==> src/rtl/reg_writeback_ctrl.sv <==
// Register file write-port controller: merges ALU results with buffered
// load returns and tracks pending loads. Optional guard: WB_STARVE_GUARD_EN.
module reg_writeback_ctrl #(
    parameter int unsigned LD_DEPTH     = 2,
    parameter int unsigned STARVE_LIMIT = 4
) (
    input  logic        clk,
    input  logic        reset,
    input  logic        alu_valid,
    input  logic [4:0]  alu_dest,
    input  logic [31:0] alu_data,
    output logic        alu_stall,
    input  logic        ld_issue,
    input  logic [4:0]  ld_issue_dest,
    input  logic        ld_valid,
    output logic        ld_ready,
    input  logic [4:0]  ld_dest,
    input  logic [31:0] ld_data,
    output logic        reg_write_enable,
    output logic        reg_dest_sel,
    output logic [4:0]  field_reg_dest,
    output logic [31:0] reg_input_data,
    output logic [31:0] busy_vector,
    output logic        waw_err
);

    localparam int unsigned AW = $clog2(LD_DEPTH);
    localparam logic [AW:0] DEPTH_C = (AW+1)'(LD_DEPTH);

    logic [36:0]   mem_q [LD_DEPTH];
    logic [AW-1:0] wr_ptr_q, wr_ptr_d;
    logic [AW-1:0] rd_ptr_q, rd_ptr_d;
    logic [AW:0]   count_q, count_d;
    logic          ld_ready_q, ld_ready_d;
    logic          we_q, we_d;
    logic          sel_q;
    logic [4:0]    dest_q, dest_d;
    logic [31:0]   data_q, data_d;
    logic [31:0]   busy_q, busy_d;
    logic          waw_q, waw_d;

    logic          stall;
    logic          alu_win;
    logic          fifo_empty;
    logic          push;
    logic          pop;
    logic [4:0]    head_dest;
    logic [31:0]   head_data;

    assign fifo_empty = (count_q == '0);
    assign alu_win    = alu_valid & ~stall;
    assign pop        = ~alu_win & ~fifo_empty;
    assign push       = ld_valid & ld_ready_q;
    assign head_dest  = mem_q[rd_ptr_q][36:32];
    assign head_data  = mem_q[rd_ptr_q][31:0];

`ifdef WB_STARVE_GUARD_EN
    localparam int unsigned SW = $clog2(STARVE_LIMIT + 1);
    logic [SW-1:0] starve_q, starve_d;

    assign stall = (starve_q == SW'(STARVE_LIMIT));

    // Count ALU wins that leave a queued load waiting
    always_comb begin
        starve_d = starve_q;
        if (pop || fifo_empty) begin
            starve_d = '0;
        end else if (alu_win) begin
            starve_d = starve_q + 1'b1;
        end
    end

    // Starve counter register
    always_ff @(posedge clk) begin
        if (!reset) begin
            starve_q <= '0;
        end else begin
            starve_q <= starve_d;
        end
    end
`else
    logic unused_starve_limit;
    assign unused_starve_limit = (STARVE_LIMIT != 0);
    assign stall = 1'b0;
`endif

    assign alu_stall = stall;

    // Next-state for FIFO, write port, scoreboard
    always_comb begin
        wr_ptr_d = wr_ptr_q;
        rd_ptr_d = rd_ptr_q;
        count_d  = count_q;
        we_d     = 1'b0;
        dest_d   = dest_q;
        data_d   = data_q;
        busy_d   = busy_q;
        waw_d    = waw_q;

        if (push) wr_ptr_d = wr_ptr_q + 1'b1;
        if (pop)  rd_ptr_d = rd_ptr_q + 1'b1;

        case ({push, pop})
            2'b10:   count_d = count_q + 1'b1;
            2'b01:   count_d = count_q - 1'b1;
            default: count_d = count_q;
        endcase

        ld_ready_d = (count_d < DEPTH_C);

        if (alu_win) begin
            we_d   = (alu_dest != 5'd0);
            dest_d = alu_dest;
            data_d = alu_data;
            if (busy_q[alu_dest]) waw_d = 1'b1;
        end else if (pop) begin
            we_d   = (head_dest != 5'd0);
            dest_d = head_dest;
            data_d = head_data;
        end

        // Clear first so a same-edge issue to the same register wins
        if (pop) busy_d[head_dest] = 1'b0;
        if (ld_issue && ld_issue_dest != 5'd0) busy_d[ld_issue_dest] = 1'b1;
        busy_d[0] = 1'b0;
    end

    // Control and output registers
    always_ff @(posedge clk) begin
        if (!reset) begin
            wr_ptr_q   <= '0;
            rd_ptr_q   <= '0;
            count_q    <= '0;
            ld_ready_q <= 1'b0;
            we_q       <= 1'b0;
            sel_q      <= 1'b0;
            dest_q     <= '0;
            data_q     <= '0;
            busy_q     <= '0;
            waw_q      <= 1'b0;
        end else begin
            wr_ptr_q   <= wr_ptr_d;
            rd_ptr_q   <= rd_ptr_d;
            count_q    <= count_d;
            ld_ready_q <= ld_ready_d;
            we_q       <= we_d;
            sel_q      <= 1'b1;
            dest_q     <= dest_d;
            data_q     <= data_d;
            busy_q     <= busy_d;
            waw_q      <= waw_d;
        end
    end

    // Load-return storage; contents are don't-care once pointers reset
    always_ff @(posedge clk) begin
        if (push) mem_q[wr_ptr_q] <= {ld_dest, ld_data};
    end

    assign ld_ready         = ld_ready_q;
    assign reg_write_enable = we_q;
    assign reg_dest_sel     = sel_q;
    assign field_reg_dest   = dest_q;
    assign reg_input_data   = data_q;
    assign busy_vector      = busy_q;
    assign waw_err          = waw_q;

endmodule
==> config.mk <==
export PLATFORM = sky130hd
export DESIGN_NAME = reg_writeback_ctrl
export DESIGN_NICKNAME = d
export VERILOG_FILES = /design/src/rtl/reg_writeback_ctrl.sv
export SDC_FILE = /design/constraint.sdc
export NUM_CORES = 1
export LEC_CHECK = 0
export BUFFER_PORTS_ARGS = -buffer_cell sky130_fd_sc_hd__buf_2
export CORE_MARGIN = 2
export CORE_UTILIZATION = 53
export DETAILED_ROUTE_END_ITERATION = 12
export GPL_ROUTABILITY_DRIVEN = 0
export PLACE_DENSITY = 0.91
export SLEW_MARGIN = 40
export SYNTH_ARGS = -nofsm -noshare
export SYNTH_HDL_FRONTEND = slang
export SYNTH_SLANG_ARGS = --single-unit
==> constraint.sdc <==
create_clock -name clk -period 3.5 [get_ports clk]
set_clock_uncertainty 0.15 [all_clocks]
set_input_delay 0.7 -clock clk [delete_from_list [all_inputs] [get_ports clk]]
set_output_delay 0.7 -clock clk [all_outputs]
set_load 0.05 [all_outputs]
-- After elaboration in Yosys (flattened, before gate mapping)
Memory sizes are Yosys's and may differ from the RTL's. A register that Yosys moved wholly into a read port is not among the register bits.
Index checks and enable logic that the tools add are counted.
- flip-flop bits (word level): 77
- bits in latches: 0
- RAM bits: 74
- ROM bits: 0
- input bits: 84
- output and inout port bits: 74
- word-level logic and storage cells: 60
- memories: 1
- memory list (name ; depth ; bits a word ; read ports ; clocked after Yosys merged registers in ; wr ports ; line ; RTL):
    mem_q ; 2 ; 37 ; 1 ; 1 ; 1 ; 30 ; logic [36:0] mem_q [LD_DEPTH];
- $add $sub $neg: 4
- multipliers: 0
- div/mod/pow operators: 0
- magnitude comparators: 6
- eq/ne operators: 2
- shifts and indexed selects: 0
- mux-type cells: 20
- bitwise gates (word level): 7
- reduce and logical (&&, ||, !) cells: 9
- operators with widths (kind ; count):
    32-bit 2-to-1 mux ; 4
    32-bit bitwise AND ; 1
    32-bit inverter ; 1
    32-bit bitwise OR ; 1
    5-bit by 6-bit less-than comparator with 1-bit output (second input constant) ; 3
    5-bit nonzero test ; 3
    1-bit demux with 5-bit select ; 2
    5-bit by 1-bit >= comparator with 1-bit output (second input constant) ; 2
    1-bit 2-to-1 mux ; 10
    5-bit 2-to-1 mux ; 2
    1-bit binary-select mux with 5-bit select ; 1
    2-bit one-hot mux with 2 select lines ; 1
    1-bit logical AND ; 3
    1-bit adder (second input constant) ; 2
    2-bit by 1-bit adder with 2-bit output (second input constant) ; 1
    1-bit bitwise AND ; 2
    2-bit by 1-bit equality test with 1-bit output (second input constant) ; 1
    2-bit equality test (second input constant) ; 1
    2-bit logical NOT ; 1
    2-bit less-than comparator (second input constant) ; 1
    1-bit inverter ; 2
    2-bit AND reduction ; 1
    2-bit nonzero test ; 1
    2-bit by 1-bit subtractor with 2-bit output (second input constant) ; 1

-- Logic depth before layout (Yosys ltp)
- word-level depth: 9
- mapped depth: 7
- depth with buffers taken out: 6

-- Worst setup path after synthesis
OpenSTA, ideal clock, no wires.
- path type: register to register
- start: register ld_ready_q, in the netlist ld_ready
- end: memory mem_q[0][0] (enable)
- setup time: 431 ps
- arrival: 2413 ps
- required time: 2919 ps
- path slack: 505 ps
- stages on the path, launching flop included: 3
- buffers on the path: 0
- clock period less this slack: 2995 ps
- path through: dfxtp_1 -> nand2_1 -> nor2_1
- word-level cells in the longest chain between the ends: 3
- RTL lines (element ; line ; RTL):
    from (decl) ; 34 ; logic ld_ready_q, ld_ready_d;
    from (signal assigned) ; 145 ; ld_ready_q <= ld_ready_d;
    1-bit bitwise AND ; 53 ; assign push = ld_valid & ld_ready_q;
    1-bit 2-to-1 mux ; 157 ; if (push) mem_q[wr_ptr_q] <= {ld_dest, ld_data};
    1-bit 2-to-1 mux (implied by the code) ; 157 ;
    to (decl) ; 30 ;
No other way between the ends.

==> results.json <==
{
  "status": "finished, final reports clean",
  "timing.fmax_mhz": 430,
  "slew_headroom": 0.482,
  "critical-path-top-delay-family": "flip-flops",
  "antenna_found_initial": 1,
  "syn2layout_area_growth_pct": 23.4,
  "die-area_um2": 12600,
  "path_class": "reg -> reg",
  "cp_data_arrival_time_ps": 2430,
  "synthFlopType": "dfxtp_1",
  "routed_wirelength_um": 15000,
  "rsz0062_at_grt": "no",
  "cts-root-buf": "clkbuf_16",
  "ys_warn_count": 0,
  "cts_tree": "built",
  "cap_viol_max_count": 0,
  "power_density_nw_per_um2": 733,
  "ff2ff_path_depth": 5,
  "syn_inst": 562,
  "post-cts-setup-buffer-count": 0,
  "hold_depth": 1,
  "drcViolationCount": 0,
  "rows": 39,
  "postPlaceCellArea_um2": 7030,
  "hp-class": "in -> reg",
  "ant_nets": 0,
  "cts_hold_buf": 0,
  "holdPathEnd": "reg_dest_sel",
  "critPathCaptureType": "flip-flop",
  "core_um2": 11400,
  "ys_ff_latch": 151,
  "hold_violations": 0,
  "nets": 789,
  "synth_area_um2": 6210,
  "numCtsBuffers": 17,
  "first_global_vias": 4924,
  "insertion_delay_ps": 400,
  "reg2reg_to": "busy_vector[2]",
  "final_common_cell": "buf_2",
  "reg2reg_setup_slack_ps": 1180,
  "synth_edf_count": 74,
  "period_share": 0.664,
  "die_w_um": 112,
  "post-place-ws_ps": 1140,
  "critPathMaxStageDelay_ps": 700,
  "finalMaxSlewViolations": 0,
  "detailed_place_hpwl_um": 10400,
  "start_kind": "flip-flop",
  "dieHeight_um": 112,
  "setup_viol": 0,
  "cts_resized": 0,
  "synth_cell_type_count": 47,
  "p_leak_nw": 2.96,
  "initial_core_util": 0.544,
  "drive_above_1_share": 0.298,
  "layout_common_cells": "buf_2, nand2_1, dfxtp_1",
  "via_per_inst": 5.72,
  "async_flop_share": 0,
  "critical-path-slowest-cell": "dfxtp_2",
  "fin_crit_ps": 2320,
  "io_buffers": 155,
  "multi_input_area_um2": 2260,
  "htreeDepth": 4,
  "stdcell_area_um2": 7670,
  "tns_ps": 0,
  "required_ps": 3610,
  "cts_max_path_buffers": 2,
  "fillers": 859,
  "crit_path_cell_trace": "buf_4 -> mux2_2 -> nand3_2 -> o21ai_0 -> a21oi_1",
  "cp_max_fo": 23,
  "min-delay-start": "reset",
  "vdd_drop_max_mv": 0.633,
  "synth.avg_cell_area_um2": 11.1,
  "seq_area_frac_synth": 0.606,
  "grt_pass1_wl_um": 24300,
  "grt_max_degree": 76,
  "worst_pin_slew_ps": 777,
  "drtPass1Iterations": 5,
  "dr_total_vias": 4929,
  "clk_pin_slew_ps": 60,
  "ios": 158,
  "seq_area_um2": 3760,
  "path_buf_inv": 1,
  "timing.final.ws_setup_ps": 1180,
  "grt.total_usage": 0.242,
  "drt_iter0_markers": 397,
  "clock_sinks": 151,
  "wl_per_cell_um": 17.4,
  "gr-total-overflow": 0
}
[sequential cells by signal, summed over array words and instances (netlist names), named ones only]
name and flops:
ld_ready 1, wr_ptr_q 1, busy_vector 31, waw_err 1, reg_write_enable 1, count_q 2
reg_input_data 32, rd_ptr_q 1, field_reg_dest 5, mem_q 74, reg_dest_sel 1
[per-stage QoR]
| step | total power [W] | std cells | util | hold slack [ps] |
|---|---|---|---|---|
| floorplan | 0.00339 | 563 | - | 331 |
| global placement | 0.00366 | 828 | 0.615 | 332 |
| detailed placement | 0.00371 | 828 | 0.616 | 341 |
| CTS | 0.00565 | 860 | 0.671 | 277 |
| global route | 0.00586 | 860 | 0.671 | 279 |
| finish | 0.00562 | 861 | 0.672 | 290 |
[cell families (layout without fill, tap and decap cells)]
kind of cell | after synthesis | in the layout | synth area share
buffers and inverters | 41 | 195 | 0.0340
flip-flops | 151 | 151 | 0.606
XOR/XNOR | 5 | 5 | 0.00705
other | 1 | 3 | 0.000604
AO/OA/AOI/OAI | 150 | 150 | 0.144
adder cells (fa/ha/maj) | 1 | 1 | 0.00201
multiplexers | 55 | 55 | 0.0940
AND/OR/NAND/NOR | 158 | 158 | 0.113
[metal layers]
metal,global-route usage,vias to the layer above,wire length [um]
met5,0,-,0
met3,0.0648,31,1230
met1,0.304,2343,6110
li1,-,2316,-
met4,0.0813,0,263
met2,0.409,239,7380
[worst max-delay path by stage]
stage | cells past startpoint | to | startpoint | slack, ps
floorplan | 2 | mem_q[0][0] | ld_ready | 510
global placement | 6 | waw_err | alu_valid | 1200
detailed placement | 6 | waw_err | alu_valid | 1140
CTS | 5 | busy_vector[2] | flip-flop | 1170
global route | 5 | busy_vector[2] | flip-flop | 1050
finish | 5 | busy_vector[2] | flip-flop | 1180
[report_power, final]
part           leakage (nW)  internal (W)  total, W  switching [W]
Sequential             1.31       0.00209   0.00223       0.000140
Combinational          1.35      0.000456   0.00145       0.000999
Clock                 0.301       0.00126   0.00194       0.000680
Total                  2.96       0.00380   0.00562        0.00182
[layout make-up]
| type | instances | share of cell area |
|---|---|---|
| Tap cell | 143 | 0.0233 |
| Clock inverter | 13 | 0.0266 |
| Clock buffer | 19 | 0.0565 |
| Sequential cell | 151 | 0.491 |
| Timing Repair Buffer | 161 | 0.107 |
| Multi-Input combinational cell | 371 | 0.294 |
| Antenna cell | 1 | 0.000326 |
| Inverter | 2 | 0.000979 |
[Yosys cell counts (all sizes together), types with 2 or more instances]
cell,count,share of area
dfxtp,77,0.25
xor2,2,0.0028
clkbuf,18,0.011
nand2,111,0.067
xnor2,3,0.0042
nand2b,3,0.0030
edfxtp,74,0.36
nand3,12,0.013
mux2,5,0.010
buf,21,0.022
a21oi,70,0.056
inv,2,0.0012
o21ai,32,0.026
nor2,16,0.0097
nor2b,4,0.0040
o211ai,38,0.047
and2,2,0.0020
or3,4,0.0072
mux2i,49,0.080
[worst reg2reg max path: cells and delay by family (launching register included)]
family | cells | cell delay [ps]
muxes | 1 | 290
AOI/OAI and AO/OA | 2 | 370
buffers and inverters | 1 | 480
DFF | 1 | 700
and+or+nand+nor | 1 | 180
(Power assumes the default switching activity.)
